--- src/rtl/multiword_adder_if.sv ---
// rtl/multiword_adder_if.sv - operand/result bundle for the multiword adder
interface multiword_adder_if #(
  parameter int bits = 4
);
  logic            start;
  logic            cin;
  logic            in_valid;
  logic [bits-1:0] A;
  logic [bits-1:0] B;
  logic            busy;
  logic [bits-1:0] S;
  logic            s_valid;
  logic            done;
  logic            Co;
  logic            N;
  logic            V;
  logic            Z;

  // Requester side: supplies operands, observes sum and flags
  modport master (
    output start, cin, in_valid, A, B,
    input  busy, S, s_valid, done, Co, N, V, Z
  );

  // Adder side
  modport slave (
    input  start, cin, in_valid, A, B,
    output busy, S, s_valid, done, Co, N, V, Z
  );
endinterface

--- src/rtl/multiword_adder.sv ---
// rtl/multiword_adder.sv - sequential multi-precision adder, LS word first; optional Z flag via MULTIWORD_ADDER_ZFLAG_EN
module multiword_adder #(
  parameter int bits  = 4,
  parameter int WORDS = 4
) (
  input logic              clk,
  input logic              rst,
  multiword_adder_if.slave bus
);
  localparam int            CW   = (WORDS > 1) ? $clog2(WORDS) : 1;
  localparam logic [CW-1:0] LAST = CW'(WORDS - 1);

  typedef enum logic [1:0] {
    IDLE = 2'd0,
    RUN  = 2'd1,
    DONE = 2'd2
  } state_t;

  state_t          state, state_nx;
  logic            carry, carry_nx;
  logic [CW-1:0]   cnt, cnt_nx;
  logic [bits-1:0] s_q, s_nx;
  logic            sv_q, sv_nx;
  logic            done_q, done_nx;
  logic            co_q, co_nx;
  logic            n_q, n_nx;
  logic            v_q, v_nx;

  // Full word sum including carry-out in the top bit
  logic [bits:0]   sum_full;
  // Sum of the low bits-1 bits; its MSB is the carry into the sign bit
  logic [bits-1:0] sum_low;
  logic            start_ok;
  logic            accept;
  logic            last_beat;

  assign sum_full  = {1'b0, bus.A} + {1'b0, bus.B} + {{bits{1'b0}}, carry};
  assign sum_low   = {1'b0, bus.A[bits-2:0]} + {1'b0, bus.B[bits-2:0]}
                   + {{(bits-1){1'b0}}, carry};
  assign start_ok  = (state == IDLE) && bus.start;
  assign accept    = (state == RUN) && bus.in_valid;
  assign last_beat = accept && (cnt == LAST);

  // State register and datapath registers, asynchronously cleared
  always_ff @(posedge clk or posedge rst) begin
    if (rst) begin
      state  <= IDLE;
      carry  <= 1'b0;
      cnt    <= '0;
      s_q    <= '0;
      sv_q   <= 1'b0;
      done_q <= 1'b0;
      co_q   <= 1'b0;
      n_q    <= 1'b0;
      v_q    <= 1'b0;
    end else begin
      state  <= state_nx;
      carry  <= carry_nx;
      cnt    <= cnt_nx;
      s_q    <= s_nx;
      sv_q   <= sv_nx;
      done_q <= done_nx;
      co_q   <= co_nx;
      n_q    <= n_nx;
      v_q    <= v_nx;
    end
  end

  // Next-state and next-datapath logic; s_valid/done are single-cycle strobes
  always_comb begin
    state_nx = state;
    carry_nx = carry;
    cnt_nx   = cnt;
    s_nx     = s_q;
    sv_nx    = 1'b0;
    done_nx  = 1'b0;
    co_nx    = co_q;
    n_nx     = n_q;
    v_nx     = v_q;
    case (state)
      IDLE: begin
        if (bus.start) begin
          carry_nx = bus.cin;
          cnt_nx   = '0;
          state_nx = RUN;
        end
      end
      RUN: begin
        if (bus.in_valid) begin
          s_nx     = sum_full[bits-1:0];
          sv_nx    = 1'b1;
          carry_nx = sum_full[bits];
          cnt_nx   = cnt + 1'b1;
          if (cnt == LAST) begin
            // Only the most-significant word's carry and overflow are architectural
            co_nx    = sum_full[bits];
            n_nx     = sum_full[bits-1];
            v_nx     = sum_low[bits-1] ^ sum_full[bits];
            done_nx  = 1'b1;
            cnt_nx   = '0;
            state_nx = DONE;
          end
        end
      end
      DONE: begin
        // done and the final word are visible here; start is not honoured
        state_nx = IDLE;
      end
      default: begin
        state_nx = IDLE;
      end
    endcase
  end

`ifdef MULTIWORD_ADDER_ZFLAG_EN
  logic [bits-1:0] acc, acc_nx;
  logic            z_q, z_nx;

  // Zero accumulator: OR of every sum word of the current operation
  always_comb begin
    acc_nx = acc;
    z_nx   = z_q;
    if (start_ok) begin
      acc_nx = '0;
    end else if (accept) begin
      acc_nx = acc | sum_full[bits-1:0];
    end
    if (last_beat) begin
      z_nx = ~|(acc | sum_full[bits-1:0]);
    end
  end

  // Accumulator and Z flag registers
  always_ff @(posedge clk or posedge rst) begin
    if (rst) begin
      acc <= '0;
      z_q <= 1'b0;
    end else begin
      acc <= acc_nx;
      z_q <= z_nx;
    end
  end

  assign bus.Z = z_q;
`else
  assign bus.Z = 1'b0;
`endif

  assign bus.busy    = (state == RUN);
  assign bus.S       = s_q;
  assign bus.s_valid = sv_q;
  assign bus.done    = done_q;
  assign bus.Co      = co_q;
  assign bus.N       = n_q;
  assign bus.V       = v_q;
endmodule
--- src/flat_wrapper.sv ---
// flat-port wrapper written by rule: the top's interface ports become plain ports
module multiword_adder_flat 
#(
  parameter int bits  = 4,
  parameter int WORDS = 4
)
  (clk, rst, bus_start, bus_cin, bus_in_valid, bus_A, bus_B, bus_busy, bus_S, bus_s_valid, bus_done, bus_Co, bus_N, bus_V, bus_Z);
  multiword_adder_if #(.bits(bits)) bus_i ();
  input logic clk;
  input logic rst;
  input wire logic [$bits(bus_i.start)-1:0] bus_start;
  input wire logic [$bits(bus_i.cin)-1:0] bus_cin;
  input wire logic [$bits(bus_i.in_valid)-1:0] bus_in_valid;
  input wire logic [$bits(bus_i.A)-1:0] bus_A;
  input wire logic [$bits(bus_i.B)-1:0] bus_B;
  output wire logic [$bits(bus_i.busy)-1:0] bus_busy;
  output wire logic [$bits(bus_i.S)-1:0] bus_S;
  output wire logic [$bits(bus_i.s_valid)-1:0] bus_s_valid;
  output wire logic [$bits(bus_i.done)-1:0] bus_done;
  output wire logic [$bits(bus_i.Co)-1:0] bus_Co;
  output wire logic [$bits(bus_i.N)-1:0] bus_N;
  output wire logic [$bits(bus_i.V)-1:0] bus_V;
  output wire logic [$bits(bus_i.Z)-1:0] bus_Z;
  assign bus_i.start = bus_start;
  assign bus_i.cin = bus_cin;
  assign bus_i.in_valid = bus_in_valid;
  assign bus_i.A = bus_A;
  assign bus_i.B = bus_B;
  assign bus_busy = bus_i.busy;
  assign bus_S = bus_i.S;
  assign bus_s_valid = bus_i.s_valid;
  assign bus_done = bus_i.done;
  assign bus_Co = bus_i.Co;
  assign bus_N = bus_i.N;
  assign bus_V = bus_i.V;
  assign bus_Z = bus_i.Z;
  multiword_adder #(.bits(bits), .WORDS(WORDS)) u_core (.clk(clk), .rst(rst), .bus(bus_i));
endmodule
--- config.mk ---
export PLATFORM = sky130hd
export DESIGN_NAME = multiword_adder_flat
export DESIGN_NICKNAME = d
export VERILOG_FILES = /design/src/rtl/multiword_adder_if.sv /design/src/rtl/multiword_adder.sv /design/src/flat_wrapper.sv
export SDC_FILE = /design/constraint.sdc
export NUM_CORES = 1
export LEC_CHECK = 0
export CORE_MARGIN = 2
export CORE_UTILIZATION = 44
export DETAILED_ROUTE_END_ITERATION = 16
export PLACE_DENSITY = 0.74
export RECOVER_POWER = 50
export SLEW_MARGIN = 20
export SYNTH_ARGS = -nofsm -noshare
export SYNTH_HDL_FRONTEND = slang
export SYNTH_SLANG_ARGS = --single-unit
--- constraint.sdc ---
create_clock -name clk -period 2.1 [get_ports clk]
set_input_delay 0.21 -clock clk [delete_from_list [all_inputs] [get_ports clk]]
set_output_delay 0.21 -clock clk [all_outputs]
set_load 0.01 [all_outputs]
## Yosys cells after proc, flatten, opt, wreduce, memory -nomap -nowiden

Cells that the tools add are included.

| word-level totals | value |
|---|---|
| register bits | 14 |
| input bits | 13 |
| word-level logic and storage cells | 42 |

| operators by class | value |
|---|---|
| reduce and logical (&&, ||, !) cells | 6 |
| bitwise operators | 1 |
| equal/unequal tests | 5 |
| add/subtract/negate cells | 5 |
| mux-type cells | 16 |

Operator list:

| cell | number |
|---|---|
| 2-bit two-way mux | 6 |
| 3-bit AND reduction | 3 |
| 2-bit one-hot mux with 2 select lines | 2 |
| 1-bit two-way mux | 7 |
| 4-bit by 4-bit adder with 5-bit output | 1 |
| 5-bit by 1-bit adder with 5-bit output | 1 |
| 3-bit by 3-bit adder with 4-bit output | 1 |
| 4-bit by 1-bit adder with 4-bit output | 1 |
| 2-bit != test (second input constant) | 2 |
| 2-bit by 1-bit adder with 2-bit output (second input constant) | 1 |
| 2-bit by 1-bit equality test with 1-bit output (second input constant) | 1 |
| 2-bit equality test (second input constant) | 1 |
| 2-bit zero test | 1 |
| 2-bit by 1-bit != test with 1-bit output (second input constant) | 1 |
| 1-bit one-hot mux with 2 select lines | 1 |
| 2-bit AND reduction | 1 |
| 2-bit nonzero test | 1 |
| 1-bit XOR | 1 |

## Longest topological paths before layout

Gate-level depths: netlist of run 1.

| logic depth | value |
|---|---|
| depth after elaboration | 4 |
| gate-level depth with buffers | 6 |
| depth with buffers taken out | 6 |

## Least setup slack after synthesis of run 1

No wires, ideal clock.

| path | value |
|---|---|
| kind | reg-to-reg |
| from | register u_core.carry |
| to | register u_core.carry |
| slack | 0.157 ns |
| data arrival time | 1.818 ns |
| stages on the path, launching flop included | 7 |
| clock period less this slack | 1.943 ns |
| library setup time | 0.125 ns |
| cell sequence | dfrtp_1 fa_1 fa_1 a21o_1 a21oi_2 a21oi_1 mux2_2 |

| on the way | value |
|---|---|
| longest elaborated chain between the ends | 3 |

Ends and longest elaborated chain:

| what | line | source |
|---|---|---|
| start: declaration | multiword_adder.sv:20 | `logic carry, carry_nx;` |
| start signal: assignment | multiword_adder.sv:58 | `carry <= carry_nx;` |
| 5-bit by 1-bit adder with 5-bit output | multiword_adder.sv:37 | `assign sum_full = {1'b0, bus.A} + {1'b0, bus.B} + {{bits{1'b0}}, carry};` |
| 1-bit two-way mux | multiword_adder.sv:89 | `if (bus.in_valid) begin` |
| 1-bit one-hot mux with 2 select lines | multiword_adder.sv:80 | `case (state)` |

No other way between the ends. The select of a mux whose other input is x is not followed.
A chain may end at the register's enable or synchronous reset.

## Final worst setup path of run 1

| path | value |
|---|---|
| from | input port bus_B[0] |
| to | register u_core.v_q, in the netlist u_core.bus.V |

| on the way | value |
|---|---|
| longest elaborated chain between the ends | 3 |
| elaborated cells between the ends (all ways) | 5 |

Ends and longest elaborated chain:

| what | line | source |
|---|---|---|
| start: declaration | flat_wrapper.sv:15 | `input wire logic [$bits(bus_i.B)-1:0] bus_B;` |
| 4-bit by 4-bit adder with 5-bit output / 3-bit by 3-bit adder with 4-bit output (equally long branches) | multiword_adder.sv:37, multiword_adder.sv:38 |  |
| 5-bit by 1-bit adder with 5-bit output / 4-bit by 1-bit adder with 4-bit output (equally long branches) | multiword_adder.sv:37, multiword_adder.sv:39 |  |
| 1-bit XOR (*) | multiword_adder.sv:98 | `v_nx = sum_low[bits-1] ^ sum_full[bits];` |
| end signal: assignment | multiword_adder.sv:65 | `v_q <= v_nx;` |
| end: declaration | multiword_adder.sv:27 | `logic v_q, v_nx;` |

Mark *: on every way between the ends. The rest lies on a longest branch, timed or not.

==> results.yml, run 1 <==
run_status:
  outcome: "finished, final reports clean"
yosys:
  synth_nets: 79
  synth.yosys.seq_area_share_pct: 47.14
  synth_area_leaders: "dfrtp_1 (47%), ha_1 (6.7%), mux2_2 (6.1%)"
  synth_commonest_cells: "dfrtp_1 (14), ha_1 (4), mux2_2 (4), nand2_1 (4)"
  syn_area_um2: 743.2
  synth_flop_cell: "dfrtp_1"
  synth_cell_types: 26
  synth-edff-count: 0
  yosysTopAreaCellShare_pct: 47.14
  synthCells: 60
  synth_most_common_cell: "dfrtp_1"
  ys_warn_count: 0
  synth.avg_cell_area_um2: 12.39
  synthArstFlopShare_pct: 100.0
  synth-seq-cells: 14
  yosys.area.top_type: "dfrtp_1"
final_layout:
  area_growth_syn_to_layout_pct: 34.68
  drive_gt1_share_pct: 17.44
  fin_nets: 107
  postLayoutCoreUtil_pct: 64.94
  antenna_cells: 0
clocking:
  cts_buffers: 3
  cts_tree: "yes"
  worstSkewPairLatency_ns: 0.27
  clk_path_buf_depth: 2
  cts_htree_levels: 1
  cts_root_buf: "clkbuf_4"
  clkSinkCount: 14
  post_cts_buffers: 0
  clkTransAtPathRegs_ns: 0.08
timing:
  slew_viol_final: 0
  setup_viol: 0
  clock.fmax_mhz: 505.9
  hold_violations: 0
  fin_hold_ws_ns: 0.4243
  finClkSkew_ns: 0.002834
  fin_crit_ns: 1.977
  grt_setup_unrepaired: "no"
  worst_pin_slew_ns: 0.5423
  finalCritPeriodShare_pct: 94.13
  slew-limit-headroom_pct: 63.81
routing:
  routed_wirelength_um: 1240
  drc: 0
  vias: 488
  wl_per_cell_um: 12.16
  drt-met1-wl_um: 656
  viasPerCell: 4.784
  met2_length_um: 512
  dr.max_layer_used: "met3"
  drt_iter0_markers: 1
  drtPass1Iterations: 3
  wl_met3_um: 71
  final_antenna_net_count: 0
worst_setup_path:
  critPathKind: "in2reg"
  crit_path_max_incr_delay_ns: 0.44
  cp_top_family: "adder cells"
  cp_max_fo: 2
  worst_setup_path_start_kind: "input port"
  cp.required_ns: 2.25
  r2r_slack_ns: 0.16
  slowest_stage: "clkdlybuf4s50_1"
  crit_chain: "clkdlybuf4s50_1 -> fa_2 -> fa_1 -> a21o_1 -> a21oi_2 -> buf_4 -> xnor2_1 -> o21ai_0"
  cp_num_buf_inv: 2
  arrival_ns: 2.13
  cp-end-kind: "flip-flop"
die:
  die_width_um: 45.10
  start_util_pct: 48.21
  coreArea_um2: 1541
  num_rows: 14
  die-area_um2: 2034
  pin_count: 24
  fp.dieH_um: 45.10
pwr:
  p_leak_nw: 0.4538
  comb_power_share_pct: 47.6
  power.internal_uw: 777.3
  p_seq_share_pct: 39.9
  p_sw_uw: 368.5
  clkPwrFrac_pct: 12.5
  power_density_nw_per_um2: 1145
  max-vdd-ir-drop_mv: 0.5777
  swShare_pct: 32.16
place:
  routabilityCongestion: 0.7390
  port_buffers: 22
  hpwl_um: 989.6
job:
  maxCapViolations: 0
global_routing:
  gr-usage-all-layers_pct: 15.38
  gr-total-overflow: 0
  grt_max_degree: 15
  grt_pass1_vias: 507
  grt_pass1_wl_um: 2214
  grt_antenna_before_repair: 0
min_path:
  min_path_type: "in2async"
## flip-flops by register name, summed over array words and instances (netlist names)
| name | flops |
|---|---|
| u_core.bus.s_valid | 1 |
| u_core.bus.N | 1 |
| u_core.bus.done | 1 |
| u_core.state | 2 |
| u_core.bus.S | 4 |
| u_core.cnt | 2 |
| u_core.bus.V | 1 |
| u_core.bus.Co | 1 |
| u_core.carry | 1 |
## area by class of cell
cell class / instances / area [um^2]
Fill cell: 143 / 540.5
Multi-Input combinational cell: 40 / 351.6
Sequential cell: 14 / 350.3
Timing Repair Buffer: 26 / 242.7
Clock buffer: 3 / 22.52
Tap cell: 16 / 20.02
Inverter: 3 / 13.76
## metal layers
metal | global-route usage [%] | vias to the layer above
met5 | 0 | -
met4 | 3.529 | 0
met3 | 4.800 | 0
met2 | 22.29 | 16
met1 | 22.60 | 219
li1 | - | 253
## placed cells by master (no fill, tap or decap), types with 2 or more instances in the layout
cell type | synthesis | final
clkdlybuf4s50_1 | 0 | 21
nand2_1 | 4 | 4
dfrtp_1 | 14 | 14
nor2b_1 | 2 | 2
buf_4 | 1 | 2
clkbuf_4 | 0 | 3
clkbuf_1 | 0 | 2
a21oi_1 | 2 | 2
a21o_1 | 2 | 2
o21ai_0 | 3 | 3
inv_1 | 2 | 2
ha_1 | 4 | 4
mux2_2 | 4 | 4
xnor2_1 | 3 | 3
nor2_1 | 2 | 2
a21oi_2 | 2 | 2
## power by group through the flow
stage | Sequential (mW) | Combinational (mW) | Clock, mW
2_1_floorplan | 0.478 | 0.307 | 0
6_report | 0.457 | 0.545 | 0.144
4_1_cts | 0.459 | 0.563 | 0.152
3_5_place_dp | 0.464 | 0.559 | 0
3_3_place_gp | 0.461 | 0.555 | 0
5_1_grt | 0.475 | 0.594 | 0.164
## what timing repair did
action                                  CTS  global route
hold buffers                              0             0
hold endpoints to repair                  0             0
resized for setup                         0             1
endpoints found under the setup margin    0             1
## cell families (layout without fill, tap and decap cells)
logic type | count (synthesis) | in the layout | share of synthesized area (%)
simple gates | 12 | 12 | 10.61
buf+inv | 6 | 32 | 5.893
flops | 14 | 14 | 47.14
other cells | 1 | 1 | 0.5046
xor+xnor | 3 | 3 | 3.536
mux | 6 | 6 | 9.427
compound gates | 12 | 12 | 10.77
fa+ha+maj | 6 | 6 | 12.12
## worst paths after layout
| check | startpoint | end | cells past startpoint |
|---|---|---|---|
| worst min-delay path | rst | u_core.bus.S[0] | 2 |
| max in group asynchronous | rst | u_core.cnt[1] | 2 |
| min in group clk | u_core.bus.Co | u_core.bus.Co | 2 |
| worst min register to register | u_core.bus.Co | u_core.bus.Co | 2 |
| worst max register to register | u_core.carry | u_core.bus.V | 7 |
| worst max-delay path | bus_B[0] | u_core.bus.V | 8 |
## metrics by stage
stage	cells	setup WS [ns]	total power, mW	area (um^2)	setup TNS, ns
floorplan	60	0.1572	0.7848	743.2	0
global placement	99	-0.1643	1.017	983.4	-0.3501
detailed placement	99	-0.2188	1.023	983.4	-0.5001
CTS	102	0.07215	1.174	1006	0
global route	102	0.04574	1.233	1001	0
finish	102	0.1233	1.146	1001	0
Power figures use the tool's default switching activity.
==> run 2: changes to the inputs <==
Settings changed: CORE_UTILIZATION 44 to 40, PLACE_DENSITY 0.74 to 0.71.
Clock period 2.1 ns to 1.68 ns, I/O delays scaled along.
==> run 2 against run 1 <==
Effect of this change:
- the flow now finishes with violations (negative setup slack)
- combinational power grew 41%
- wire length is 7.2% higher
- critical path depth decreased by 2
- worst setup slack worse by 0.34 ns
- total power grew 38%
- critical endpoint is now u_core.carry
==> results.yml, run 2 (synthesis gave the netlist of run 1 again) <==
die:
  die_width_um: 47.11
  num_rows: 15
  start_util_pct: 42.58
  coreArea_um2: 1745
  pin_count: 24
  die-area_um2: 2219
  fp.dieH_um: 47.11
pwr:
  p_sw_uw: 496.1
  p_seq_share_pct: 36.3
  swShare_pct: 31.36
  power_density_nw_per_um2: 1435
  p_leak_nw: 0.5045
  comb_power_share_pct: 48.6
  power.internal_mw: 1.086
  clkPwrFrac_pct: 15.1
  max-vdd-ir-drop_mv: 0.8288
routing:
  routed_wirelength_um: 1329
  wl_per_cell_um: 11.46
  final_antenna_net_count: 0
  drc: 0
  drt_iter0_markers: 0
  vias: 527
  viasPerCell: 4.543
  drtPass1Iterations: 1
timing:
  fin_hold_ws_ns: 0.3595
  fin_crit_ns: 1.898
  hold_violations: 0
  setup_ws_ns: -0.2181
  finalCritPeriodShare_pct: 113.0
  clock.fmax_mhz: 526.9
  slew_viol_final: 0
  finClkSkew_ns: 0.006037
  setup_viol: 5
  grt_setup_unrepaired: "yes"
  worst_pin_slew_ns: 0.5372
  tns_ns: -0.6927
  slew-limit-headroom_pct: 64.15
place:
  routabilityCongestion: 0.7113
  placed_cell_area_um2: 1020
  port_buffers: 22
  hpwl_um: 1030
clocking:
  cts_buffers: 3
  cts_htree_levels: 1
  cts_tree: "yes"
  clkSinkCount: 14
  clkTransAtPathRegs_ns: 0.09
  clk_path_buf_depth: 2
  cts_root_buf: "clkbuf_4"
  worstSkewPairLatency_ns: 0.28
run_status:
  violations: "negative setup slack"
  outcome: "complete, but fails checks"
global_routing:
  grt_max_degree: 15
  gr-total-overflow: 0
  grt_pass1_vias: 498
  grt_pass1_wl_um: 2166
  gr-usage-all-layers_pct: 14.75
  grt_antenna_before_repair: 0
final_layout:
  fin_nets: 111
  final_common_cell: "clkdlybuf4s50_1"
  area_growth_syn_to_layout_pct: 48.32
  final_cell_mix: "clkdlybuf4s50_1 (21), dfrtp_1 (13), buf_4 (6), nand2_1 (4), ha_1 (4)"
  postLayoutCellArea_um2: 1102
  largest_register_ffs: 4
  antenna_cells: 0
  drive_gt1_share_pct: 29.67
worst_setup_path:
  crit_path_max_incr_delay_ns: 0.41
  cp_common_cell: "fa_2"
  cp_top_family: "adder cells"
  cp_max_fo: 2
  cp-end-kind: "flip-flop"
  crit_chain: "fa_2 -> fa_2 -> a21o_1 -> a21oi_2 -> a21oi_1 -> mux2_2"
  cp.required_ns: 1.86
  arrival_ns: 2.07
  critPathKind: "reg2reg"
  slowest_stage: "dfrtp_1"
  worst_setup_path_start_kind: "flip-flop"
  cp_num_buf_inv: 0
min_path:
  min_path_type: "in2async"
job:
  maxCapViolations: 0
## run 2: metrics by stage
step	setup WS (ns)	util (%)	std cells	total power [mW]
floorplan	-0.1499	-	60	0.9839
global placement	-0.4818	58.42	109	1.287
detailed placement	-0.5454	58.42	109	1.303
CTS	-0.2450	60.93	114	1.560
global route	-0.3003	63.15	116	1.695
finish	-0.2181	63.15	116	1.582
## run 2: path summary, 6_finish.rpt
kind	from	to	slack (ns)	cells after the start
max in group asynchronous	rst	u_core.state[0]	0.93	2
min	rst	u_core.bus.S[2]	0.36	2
max reg2reg	u_core.carry	u_core.carry	-0.22	6
min in group clk	u_core.bus.V	u_core.bus.V	0.50	2
max	u_core.carry	u_core.carry	-0.22	6
min reg2reg	u_core.bus.V	u_core.bus.V	0.50	2
## run 2: area by class of cell
| cell class | instances | area, um^2 |
|---|---|---|
| well taps | 25 | 31.28 |
| inverters | 3 | 13.76 |
| multi-input cells | 40 | 372.9 |
| clock buffers | 4 | 36.28 |
| fillers | 152 | 643.1 |
| repair buffers | 30 | 296.5 |
| flip-flops and latches | 14 | 351.6 |
## run 2: power groups by stage
stage                     sequential [mW]  combinational, mW  clock [mW]
final                               0.574              0.768       0.240
after CTS                           0.576              0.734       0.250
after global routing                0.595              0.834       0.266
after floorplan                     0.598              0.386           0
after detailed placement            0.583              0.720           0
after global placement              0.577              0.710           0
## run 2: metal layers
layer	GRT usage, %	vias to the layer above	wire, um
met4	10.00	0	30
met2	20.82	15	606
met3	3.462	4	63
li1	-	264	-
met5	0	-	0
met1	20.05	244	629
## run 2: timing repair
action | CTS | global route
pin swaps | 1 | 4
hold buffers | 0 | 0
setup endpoints to repair | 3 | 6
setup buffers | 1 | 2
resized for setup | 2 | 6
